==> config.mk <==
export PLATFORM = sky130hd
export DESIGN_NAME = down_timer16
export DESIGN_NICKNAME = d
export VERILOG_FILES = /design/src/rtl/down_timer16_pkg.sv /design/src/rtl/down_timer16_core.sv /design/src/rtl/down_timer16.sv
export SDC_FILE = /design/constraint.sdc
export NUM_CORES = 1
export LEC_CHECK = 0
export CELL_PAD_IN_SITES_DETAIL_PLACEMENT = 0
export CELL_PAD_IN_SITES_GLOBAL_PLACEMENT = 1
export CORE_ASPECT_RATIO = 1.25
export CORE_MARGIN = 2
export CORE_UTILIZATION = 42
export DETAILED_ROUTE_END_ITERATION = 7
export GPL_TIMING_DRIVEN = 0
export HOLD_SLACK_MARGIN = 0.06
export PLACE_DENSITY = 0.92
export SYNTH_ARGS = -nofsm -noshare
export SYNTH_HDL_FRONTEND = slang
export SYNTH_SLANG_ARGS = --single-unit
==> constraint.sdc <==
create_clock -name Clk -period 5.94 [get_ports Clk]
set_clock_uncertainty 0.1 [all_clocks]
set_input_delay 1.188 -clock Clk [delete_from_list [all_inputs] [get_ports Clk]]
set_output_delay 1.188 -clock Clk [all_outputs]
set_load 0.01 [all_outputs]
==> src/rtl/down_timer16_pkg.sv <==
// Shared state encodings and default width
// for the down_timer16 block.
package down_timer16_pkg;

  localparam int WIDTH_DEF = 16;

  typedef enum logic [1:0] {
    IDLE    = 2'b00,
    RUN     = 2'b01,
    EXPIRED = 2'b10,
    ILLEGAL = 2'b11
  } state_t;

endpackage

==> src/rtl/down_timer16_core.sv <==
// Loadable decrementer that never steps
// below zero; flags a count of one.
module down_count_core
  import down_timer16_pkg::*;
#(
  parameter int WIDTH = WIDTH_DEF
) (
  input  logic             Clk,
  input  logic             Clr,
  input  logic             ld,
  input  logic             dec,
  input  logic [WIDTH-1:0] d,
  output logic [WIDTH-1:0] q,
  output logic             is_one
);

  always_ff @(posedge Clk or posedge Clr) begin
    if (Clr) begin
      q <= '0;
    end else if (ld) begin
      q <= d;
    end else if (dec && (q != '0)) begin
      q <= q - 1'b1;
    end
  end

  assign is_one = (q == WIDTH'(1));

endmodule

==> src/rtl/down_timer16.sv <==
// Programmable down-timer: FSM, reload
// register and terminal-count pulse.
module down_timer16
  import down_timer16_pkg::*;
#(
  parameter int WIDTH = WIDTH_DEF
) (
  input  logic             Clk,
  input  logic             Clr,
  input  logic             En,
  input  logic             Load,
  input  logic [WIDTH-1:0] D,
  input  logic             Start,
  input  logic             Reload,
  output logic [WIDTH-1:0] Q,
  output logic             Tc,
  output logic             Busy,
  output logic             Done
);

  state_t           state;
  state_t           state_n;
  logic [WIDTH-1:0] r;
  logic [WIDTH-1:0] ld_val;
  logic             ld;
  logic             dec;
  logic             tc_n;
  logic             is_one;
  logic             r_nz;

  assign r_nz = |r;

  always_comb begin
    state_n = state;
    ld      = 1'b0;
    ld_val  = r;
    dec     = 1'b0;
    tc_n    = 1'b0;
    if (Load) begin
      ld      = 1'b1;
      ld_val  = D;
      state_n = (|D) ? RUN : IDLE;
    end else begin
      case (state)
        IDLE, EXPIRED: begin
          if (Start && r_nz) begin
            ld      = 1'b1;
            state_n = RUN;
          end
        end
        RUN: begin
          if (Start && r_nz) begin
            ld = 1'b1;
          end else if (En) begin
            if (is_one) begin
              // terminal edge: reload or expire
              tc_n = 1'b1;
              ld   = 1'b1;
              if (!Reload) begin
                ld_val  = '0;
                state_n = EXPIRED;
              end
            end else begin
              dec = 1'b1;
            end
          end
        end
        default: state_n = IDLE;
      endcase
    end
  end

  always_ff @(posedge Clk or posedge Clr) begin
    if (Clr) begin
      state <= IDLE;
      r     <= '0;
      Tc    <= 1'b0;
    end else begin
      state <= state_n;
      Tc    <= tc_n;
      if (Load) r <= D;
    end
  end

  down_count_core #(
    .WIDTH (WIDTH)
  ) u_core (
    .Clk    (Clk),
    .Clr    (Clr),
    .ld     (ld),
    .dec    (dec),
    .d      (ld_val),
    .q      (Q),
    .is_one (is_one)
  );

  assign Busy = (state == RUN);
  assign Done = (state == EXPIRED);

endmodule

==> key figures <==
Finish
  – Fin nets: approximately 270
  – Area of the multi-input gates: 1070 sq um
  – Register Area: 876 sq um
  – Final Util: 0.560
  – Proportion of layout cells with a drive suffix above 1: 0.128
  – Antenna fix cells: 0
  – Fillers: around 450
  – Area delta synth->final: 29.5%

GRT
  – Grt ovf: 0
  – Largest net degree at the start of global routing: 20
  – Initial antenna violation count: 0
  – Vias in the first global route: 1751
  – Total GRT Usage: 0.218
  – First-pass GRT wire length: 8810 microns

Synthesis
  – EDFF count, synth: 0
  – Post-synth ARST share: 1.00
  – Mapped Cells: 201
  – Yosys top cell by area: dfrtp_1
  – Register area share after synthesis: 0.428
  – Synth Register Bits: 35
  – Synth top area share: 0.428
  – Synth warn: 0
  – Netlist Area Pre-Place: 2040 sq um
  – Post-synthesis cell type count: 47
  – Syn nets: 225
  – Top cells by area, synth: dfrtp_1, mux2_2, o211ai_1
  – Primary FF master, synth: dfrtp_1
  – Synthesized area per cell: 10.2 sq um

Power
  – Pwr dens: 235 nW/um^2
  – Power Total: 0.622 mW
  – Internal cell power: 0.443 mW
  – Max VDD drop: around 0.16 mV
  – Gate power share: 0.229
  – LEAKAGE: a little over 1 nW
  – Switching power: 0.178 mW
  – Clk pwr share: 0.306
  – Seq pwr share: 0.465
  – Sw frac: 0.287

Floorplan
  – Die Y: 82.0 microns
  – Die area: 5450 sq um
  – FP Rows: 28
  – Die Width: between 60 and 70 microns
  – I/O pin count: 41
  – Starting density of the core: 0.432
  – Core Area: 4730 sq um

Placed design
  – IO buf count: 40
  – Post-DP HPWL: 4300 microns
  – Post-Place Worst Slack: 2.40 ns
  – Gpl congestion: a little over 0.9

Timing
  – Fin crit period: roughly 3.3 ns
  – Final hold violations: 0
  – Worst slew pin tran: 0.842 ns
  – Worst slew margin: 0.438
  – F_max: 301 MHz
  – RSZ-0062 raised after global routing: no
  – Setup-violating endpoint count in the final report: 0
  – Setup ws final: 2.61 ns
  – Final Cycle Share: 0.560
  – Setup TNS Final: 0 ns
  – WHS: 0.400 ns
  – Slew Viols, Final: 0

Clock tree
  – TritonCTS Buffers: 5
  – Hold buffer count at CTS: 0
  – Post_cts resized: 0
  – Clock Tree Root: clkbuf_8
  – Reg clk slew, reported paths: about 0.070 ns
  – TritonCTS clock tree: built
  – Worst-skew pair later-pin latency: 0.29 ns
  – H-tree levels: 2
  – Clk buf depth: 2
  – CTS sink cnt: 35
  – Post-CTS Setup Inserts: 0

Setup path
  – R2R Path End: u_core.q[13]$_DFFE_PP0P_
  – Crit path launch: En
  – Worst-path cell chain: clkdlybuf4s50_1, nand2_1, nor4bb_1, a31oi_1, a221oi_1, a31oi_1
  – CP endpoint kind: register
  – Crit path launch type: input port
  – Critical Path Max Stage Delay: 0.62 ns
  – Kind of critical path: in2reg
  – Slowest-stage cell, CP: nor4bb_1
  – WP buf/inv: 1
  – CP delay by family, top: compound AO/OA/AOI/OAI gates
  – Reg2Reg Depth: 5
  – Data required time of the worst path: 5.99 ns
  – Crit-path most repeated cell: a31oi_1
  – Reg-to-reg slack, setup: 2.90 ns
  – Reg-to-Reg Start: u_core.q[2]$_DFFE_PP0P_
  – CP Max Fanout: 9
  – Arrival @ worst endpoint: 3.38 ns

Route
  – Iteration-0 DRC count of the detailed router: 182
  – Detailed Routing Iterations Pass 1: 4
  – DRC viols: 0
  – DRT antenna net count: 0
  – Routed vias: 1901
  – Via density: 6.13
  – WL/cell: 17.7 microns
  – Wirelength, routed: about 5500 microns

Min path
  – WHS Path Cells: 1
  – Hold Path Origin: r[3]$_DFFE_PP0P_
  – Hold path endpoint: r[3]$_DFFE_PP0P_
  – HP Class: reg2reg

Run
  – Max-cap violation count: 0

Outcome
  – Status: finished clean
how the worst max path moves through the flow:
stage                                to  slack (ns)  cells after the start
5_1_grt         u_core.q[2]$_DFFE_PP0P_        2.47                      6
3_5_place_dp   u_core.q[13]$_DFFE_PP0P_        2.40                      6
4_1_cts        u_core.q[13]$_DFFE_PP0P_        2.68                      6
6_report       u_core.q[13]$_DFFE_PP0P_        2.61                      6
2_1_floorplan   u_core.q[7]$_DFFE_PP0P_        3.37                      5
3_3_place_gp   u_core.q[12]$_DFFE_PP0P_        2.42                      6
power groups by stage:
stage                     Clock (mW)  Sequential, mW  Combinational, mW
after detailed placement           0           0.293              0.142
final                          0.190           0.289              0.142
after CTS                      0.193           0.289              0.143
after global placement             0           0.292              0.139
after floorplan                    0           0.292             0.0704
after global routing           0.203           0.292              0.155
worst reg2reg max path, stage by stage (launching register included):
cell and delay, ns:
dfrtp_1 0.45, nor4_1 0.67, nor4bb_1 0.71, a31oi_1 0.42
a221oi_1 0.50, a31oi_1 0.07
synth_stat cells, types with 4 or more instances:
cell type,n
inv_1,11
o31ai_1,4
or3_1,8
nand2_1,6
or4_1,12
and2_1,6
a31oi_1,8
o211ai_1,12
nor2_1,4
a221oi_1,8
nor4_1,6
clkbuf_1,5
a21o_1,5
dfrtp_1,35
nand3_1,5
o21ai_0,6
mux2i_1,4
buf_2,4
mux2_2,10
nor3_1,4
per-layer routing:
metal  up-vias  track usage  routed length, microns
li1        890            -                       -
met1       931        0.273                    2350
met2        69        0.371                    2800
met5         -            0                       0
met3        11       0.0384                     231
met4         0       0.0857                     112
flip-flops by register name, summed over array words and instances, names as in the netlist:
register,cells
state,2
Tc,1
r,16
u_core.q,16
cell type report:
class | instances | share of cell area
Tap cell | 60 | 0.0284
Buffer | 12 | 0.0217
Inverter | 11 | 0.0156
Sequential cell | 35 | 0.331
Timing Repair Buffer | 41 | 0.162
Multi-Input combinational cell | 143 | 0.404
Clock buffer | 8 | 0.0378
stage by stage:
step	area, sq um	cells
6_report	2650	310
5_1_grt	2650	310
4_1_cts	2650	310
3_5_place_dp	2550	302
3_3_place_gp	2520	301
2_1_floorplan	2040	201
cells in the final DEF (no fill, tap or decap), types with 7 or more instances in the layout:
cell and instances:
a31oi_1 8, clkdlybuf4s50_1 40, clkbuf_8 7, mux2_2 10, a221oi_1 8, o211ai_1 12, or4_1 12, dfrtp_1 35
inv_1 11, or3_1 8
cell families after synthesis:
family / Yosys count / synth area share
buffers and inverters: 23 / 0.0483
AND/OR/NAND/NOR: 63 / 0.189
flip-flops: 35 / 0.428
XOR/XNOR: 2 / 0.00857
AO/OA/AOI/OAI: 62 / 0.239
adder cells (fa/ha/maj): 2 / 0.0122
multiplexers: 14 / 0.0747
No activity file was read; power rests on OpenSTA's default activity.
